[src/rtl/counter_nbit_updown.sv]
// rtl/counter_nbit_updown.sv - parametrised up/down counter with wrap or saturate mode
//
// Purpose:
//   General event/timer counter. Counts in the range 0..MOD_VALUE-1, either
//   wrapping or holding at the range ends, with synchronous clear and load,
//   terminal-count flags and a registered one-cycle wrap/saturation pulse.
//
// Parameters:
//   WIDTH      counter width in bits (>= 1)
//   MOD_VALUE  modulus, 2 <= MOD_VALUE <= 2**WIDTH
//   SATURATE   0 = wrap at range ends, 1 = hold at range ends
//
// Ports:
//   clk        rising-edge clock
//   reset_n    asynchronous active-low reset
//   clear      synchronous clear to 0 (highest priority)
//   load       synchronous load of load_data (clamped to MOD_VALUE-1)
//   load_data  value to load
//   en         count enable, one step per enabled cycle
//   up         direction: 1 = increment, 0 = decrement
//   count      current count (registered)
//   at_max     count == MOD_VALUE-1 (combinational)
//   at_min     count == 0 (combinational)
//   event_o    registered one-cycle pulse on a wrap or blocked saturating step

module counter_nbit_updown #(
  parameter int WIDTH     = 4,
  parameter int MOD_VALUE = 2**WIDTH,
  parameter int SATURATE  = 0
) (
  input  logic             clk,
  input  logic             reset_n,
  input  logic             clear,
  input  logic             load,
  input  logic [WIDTH-1:0] load_data,
  input  logic             en,
  input  logic             up,
  output logic [WIDTH-1:0] count,
  output logic             at_max,
  output logic             at_min,
  output logic             event_o
);

  // Range limits are held in WIDTH+1 bits so MOD_VALUE = 2**WIDTH is representable.
  localparam logic [WIDTH:0]   MOD_EXT = (WIDTH+1)'(MOD_VALUE);
  localparam logic [WIDTH:0]   MAX_EXT = (WIDTH+1)'(MOD_VALUE - 1);
  localparam logic [WIDTH-1:0] MAX_VAL = MAX_EXT[WIDTH-1:0];

  logic [WIDTH:0]   count_ext;
  logic [WIDTH:0]   load_ext;
  logic [WIDTH-1:0] load_val;

  assign count_ext = {1'b0, count};
  assign load_ext  = {1'b0, load_data};

  // Out-of-range load values clamp to the top of the range.
  assign load_val = (load_ext >= MOD_EXT) ? MAX_VAL : load_data;

  assign at_max = (count_ext == MAX_EXT);
  assign at_min = (count == '0);

  // Increment only happens below MAX and decrement only above 0, so the
  // WIDTH-bit step can never overflow; the range ends are handled explicitly.
  always_ff @(posedge clk or negedge reset_n) begin
    if (!reset_n) begin
      count   <= '0;
      event_o <= 1'b0;
    end else if (clear) begin
      count   <= '0;
      event_o <= 1'b0;
    end else if (load) begin
      count   <= load_val;
      event_o <= 1'b0;
    end else if (en) begin
      if (up) begin
        if (at_max) begin
          event_o <= 1'b1;
          if (SATURATE == 0) count <= '0;
        end else begin
          event_o <= 1'b0;
          count   <= count + WIDTH'(1);
        end
      end else begin
        if (at_min) begin
          event_o <= 1'b1;
          if (SATURATE == 0) count <= MAX_VAL;
        end else begin
          event_o <= 1'b0;
          count   <= count - WIDTH'(1);
        end
      end
    end else begin
      event_o <= 1'b0;
    end
  end

endmodule
[config.mk]
export PLATFORM = sky130hd
export DESIGN_NAME = counter_nbit_updown
export DESIGN_NICKNAME = d
export VERILOG_FILES = /design/src/rtl/counter_nbit_updown.sv
export SDC_FILE = /design/constraint.sdc
export NUM_CORES = 1
export LEC_CHECK = 0
export ABC_AREA = 1
export BUFFER_PORTS_ARGS = -buffer_cell sky130_fd_sc_hd__buf_2
export CAP_MARGIN = 25
export CORE_AREA = 2 2 39 41
export DETAILED_ROUTE_END_ITERATION = 10
export DIE_AREA = 0 0 41 43
export GPL_ROUTABILITY_DRIVEN = 0
export PLACE_DENSITY = 0.55
export SYNTH_ARGS = -nofsm -noshare
export SYNTH_HDL_FRONTEND = slang
export SYNTH_SLANG_ARGS = --single-unit
export TNS_END_PERCENT = 10
[constraint.sdc]
create_clock -name clk -period 3.6 [get_ports clk]
set_input_delay 0.18 -clock clk [delete_from_list [all_inputs] [get_ports clk]]
set_output_delay 0.18 -clock clk [all_outputs]
set_load 0.02 [all_outputs]
* After elaboration in Yosys (flattened, before gate mapping)
Index checks and enable logic that the tools add are counted.
** Word-level totals
- Flip-flop bits (word level) :: 5
- Bits in latches :: 0
- Memory bits (writable) :: 0
- Bits in read-only memories :: 0
- Input bits :: 10
- Output and inout bits :: 7
- Word-level logic and storage cells :: 21
- Memories kept :: 0
** Cells by class
- Add/sub/neg operators :: 2
- Multiply operators :: 0
- Div/mod/pow operators :: 0
- $lt $le $gt $ge :: 1
- Equal/unequal tests :: 1
- Shift operators :: 0
- Muxes and demuxes :: 13
- Bitwise operators :: 0
- Reduce and logical (&&, ||, !) cells :: 2
** Operators with widths (number)
- 2-to-1 mux 4 bit :: 7
- 2-to-1 mux 1 bit :: 6
- greater-or-equal comparator 4 x 5 -> 1 bit, second input constant :: 1
- adder 4 x 1 -> 4 bit, second input constant :: 1
- == test 4 bit, second input constant :: 1
- zero test 4 bit :: 1
- subtractor 4 x 1 -> 4 bit, second input constant :: 1
- nonzero test 3 bit :: 1

* Longest topological paths before layout
- Word-level depth :: 6
- Gate-level depth with buffers :: 10
- Mapped depth without buffers :: 10

* Worst setup path after synthesis
No wires, ideal clock.
- Path type :: register -> register
- From :: reg count[0]
- To :: reg count[0]
- Library setup time :: 74 ps
- Data arrival time :: 1573 ps
- Required time :: 3526 ps
- Slack :: 1953 ps
- Cell stages (with the launch flop) :: 9
- Path buffers :: 0
- Clock period less this slack :: 1647 ps
- Cell sequence :: dfrtp_1 -> inv_1 -> ha_1 -> clkinv_1 -> nor3_2 -> nand2_1 -> o211ai_2 -> nand2_1 -> o21ai_2
** Between the ends
- Cells in the longest elaborated chain, start to end :: 6
- Elaborated cells on any way between the ends :: 10
- Classes of those cells :: add/sub: 2; eq/ne: 1; mux: 6; reduce/logical: 1
** Ends and longest elaborated chain
- start, declared :: line 38 : output logic [WIDTH-1:0] count,
- start signal, assigned :: line 72 : count <= load_val;
- start signal, assigned :: line 81 : count <= count + WIDTH'(1);
- start signal, assigned :: line 89 : count <= count - WIDTH'(1);
- zero test 4 bit :: line 60 : assign at_min = (count == '0);
- via at_min :: line 40 : output logic at_min,
- 2-to-1 mux 4 bit :: line 84 : if (at_min) begin
- 2-to-1 mux 4 bit :: line 75 : if (up) begin
- 2-to-1 mux 4 bit :: line 74 : end else if (en) begin
- 2-to-1 mux 4 bit :: line 71 : end else if (load) begin
- 2-to-1 mux 4 bit :: line 68 : end else if (clear) begin
The timed path passes the listed nets, and every way through them passes these cells. The select of a mux whose other input is x is not followed.
A chain may end at the register's enable or synchronous reset.

* Worst setup path in the final report
- From :: reg count[0]
- To :: out at_min
** Between the ends
- Cells in the longest elaborated chain, start to end :: 1
** Ends and longest elaborated chain (line)
- zero test 4 bit :: 60
- end, declared :: 40
No other way between the ends.

==> impl_metrics.env <==
export IMPL_hold_path_depth=3
export IMPL_place_ws_ns=2.14
export IMPL_final_nets=98
export IMPL_synth_top_family_by_area="simple AND/OR/NAND/NOR gates"
export IMPL_powerDensity_mw_per_mm2=350
export IMPL_yosysTopAreaCell="dfrtp_1"
export IMPL_drtIter0Drc=7
export IMPL_drc=0
export IMPL_yosysUniqueCellTypes=22
export IMPL_drt_wl_total_um=956
export IMPL_synth_mux_area_share_pct=0
export IMPL_antenna_found_initial=0
export IMPL_fmax_mhz=611
export IMPL_drive_gt1_share_pct=36.5
export IMPL_p_leak_nw=0.311
export IMPL_die_y_um=43
export IMPL_vias=460
export IMPL_boundaryPins=17
export IMPL_cap_violations=0
export IMPL_critPathLaunchType="flop"
export IMPL_status="finished clean"
export IMPL_core_area_mm2=0.00138
export IMPL_clk_latency_ns=0.25
export IMPL_period_needed_ns=1.64
export IMPL_clkTransAtPathRegs_ns=0.04
export IMPL_grt_pass1_vias=367
export IMPL_final_core_util_pct=41.1
export IMPL_ys_warn_count=0
export IMPL_clock_sinks=5
export IMPL_syn_avg_cell_area_um2=6.76
export IMPL_grtUsageTotal_pct=12.7
export IMPL_dp_cells=96
export IMPL_area_growth_pct=31.5
export IMPL_first_pass_iters=4
export IMPL_cp_cell_sequence="inv_1, ha_1, clkinv_1, nor3_2, buf_2"
export IMPL_yosys_area_share_adder_pct=5.78
export IMPL_mostFrequentLayoutCells="17 x nand2_1, 16 x buf_2, 8 x nor2_1, 7 x inv_1, 5 x dfrtp_1"
export IMPL_worstPathRequired_ns=3.42
export IMPL_rows=14
export IMPL_ctsRootBufferMaster="clkbuf_4"
export IMPL_fin_crit_sh_pct=45.5
export IMPL_hold_violations=0
export IMPL_final_common_cell="nand2_1"
export IMPL_rr_worst_depth=8
export IMPL_hold_class="primary input to flop"
export IMPL_relSlewSlack_pct=83.9
export IMPL_syn_num_nets=76
export IMPL_h_tree_depth=1
export IMPL_nFillCells=165
export IMPL_postPlaceCellArea_um2=533
export IMPL_final_cells=101
export IMPL_gr_total_overflow=0
export IMPL_port_buffers=16
export IMPL_rsz0062_at_grt="no"
export IMPL_antenna_left=0
export IMPL_fin_ws_ns=1.96
export IMPL_cts_buffers=3
export IMPL_yosys_register_bits=5
export IMPL_worst_path_largest_cell_delay_ns=0.42
export IMPL_dieArea_mm2=0.00176
export IMPL_drt_wirelength_per_cell_um=9.47
export IMPL_grt_max_degree=9
export IMPL_max_vdd_ir_drop_mv=0.122
export IMPL_slew_viol_final=0
export IMPL_crit_slowest_cell="dfrtp_1"
export IMPL_postSynthCellCount=64
export IMPL_diodes=0
export IMPL_cts_buffer_depth=2
export IMPL_critPathKind="flop to primary output"
export IMPL_synth_xor_area_share_pct=0
export IMPL_setup_viol=0
export IMPL_end_kind="primary output"
export IMPL_syn_area_um2=433
export IMPL_yosys_top_cells_area="dfrtp_1 29%, nand2_1 15%, nor2_1 6.9%"
export IMPL_yosysTopAreaCellShare_pct=28.9
export IMPL_yosysSeqAreaShare_pct=28.9
export IMPL_fin_setup_tns_ns=0
export IMPL_synth_compound_area_share_pct=15.6
export IMPL_tritoncts="yes"
export IMPL_final_area_um2=569
export IMPL_die_x_um=41
export IMPL_synth_simple_area_share_pct=39.3
export IMPL_start_util_pct=31.3
export IMPL_fin_skew_ns=0.00265
export IMPL_arrival_ns=1.46
export IMPL_crit_fanout=6
export IMPL_tightest_slew_ns=0.241
export IMPL_grt_pass1_wl_um=1480
export IMPL_dp_hpwl_um=796
export IMPL_via_per_inst=4.55
## logic make-up after synthesis
| family | Yosys count |
|---|---|
| flip-flops | 5 |
| AO/OA/AOI/OAI | 9 |
| adder cells (fa/ha/maj) | 2 |
| buffers and inverters | 12 |
| AND/OR/NAND/NOR | 36 |
## worst max-delay path, delay by kind of cell (launching register included)
kind | cells | cell delay [ns]
adder cells (fa/ha/maj) | 1 | 0.17
buffers and inverters | 3 | 0.44
flip-flops | 1 | 0.42
AND/OR/NAND/NOR | 1 | 0.18
## state kept, by name, indices dropped and copies added, names as in the netlist
signal and count:
count 4, event_o 1
## final cells by class
type | count | area, µm² | share of cell area, %
tap | 16 | 20.0 | 3.52
multi-input combinational | 47 | 263 | 46.2
timing repair buffer | 17 | 90.1 | 15.8
inverter | 12 | 45.0 | 7.91
clock buffer | 4 | 26.3 | 4.62
sequential | 5 | 125 | 22.0
## where the power goes
part / leakage, nW / total [mW] / switching, mW / internal (mW)
Combinational: 0.231 / 0.0621 / 0.0384 / 0.0237
Clock: 0.0150 / 0.0678 / 0.0258 / 0.0421
Sequential: 0.0650 / 0.0696 / 0.00843 / 0.0611
## Yosys cell counts
master and number:
nand2_1 17, nor2_1 8, inv_1 7, dfrtp_1 5, inv_2 4, nand3_1 4, ha_1 2, o21ai_0 2
o21ai_1 2, a211oi_2 1, a21oi_1 1, clkinv_1 1, nand2_2 1, nand3_2 1, nand4_1 1, nor2_2 1
nor2_4 1, nor3_2 1, o2111ai_1 1, o211ai_2 1, o21ai_2 1, or2_1 1
## metal layers
metal  GRT usage (%)  vias to the layer above  part of all wire [%]
li1                -                      249                     -
met1            17.6                      196                    49
met2            16.9                       13                    45
met3            1.57                        2                   4.5
met4            10.0                        0                   1.6
met5               0                        -                     0
## per-stage QoR
stage	hold WS [ns]	total power, mW
after floorplan	-0.116	0.112
after global placement	0.00381	0.133
after detailed placement	0.00551	0.132
after CTS	0.181	0.200
after global routing	0.193	0.211
final	0.180	0.200
## timing repair
action / 4_1_cts / 5_1_grt
resized for setup: 0 / 0
hold buffers: 1 / 0
setup endpoints to repair: 0 / 0
setup buffers: 0 / 0
endpoints found under the hold margin: 5 / 0
## worst paths after layout
| check | slack, ns | to | from |
|---|---|---|---|
| setup / recovery | 1.96 | at_min | count[0] |
| hold reg to reg | 0.64 | count[3] | count[3] |
| setup reg to reg | 2.16 | count[2] | count[0] |
| min in group asynchronous | 0.28 | count[3] | reset_n |
| max in group asynchronous | 3.18 | count[1] | reset_n |
| hold / removal | 0.18 | event_o | en |
(Power assumes the default switching activity.)
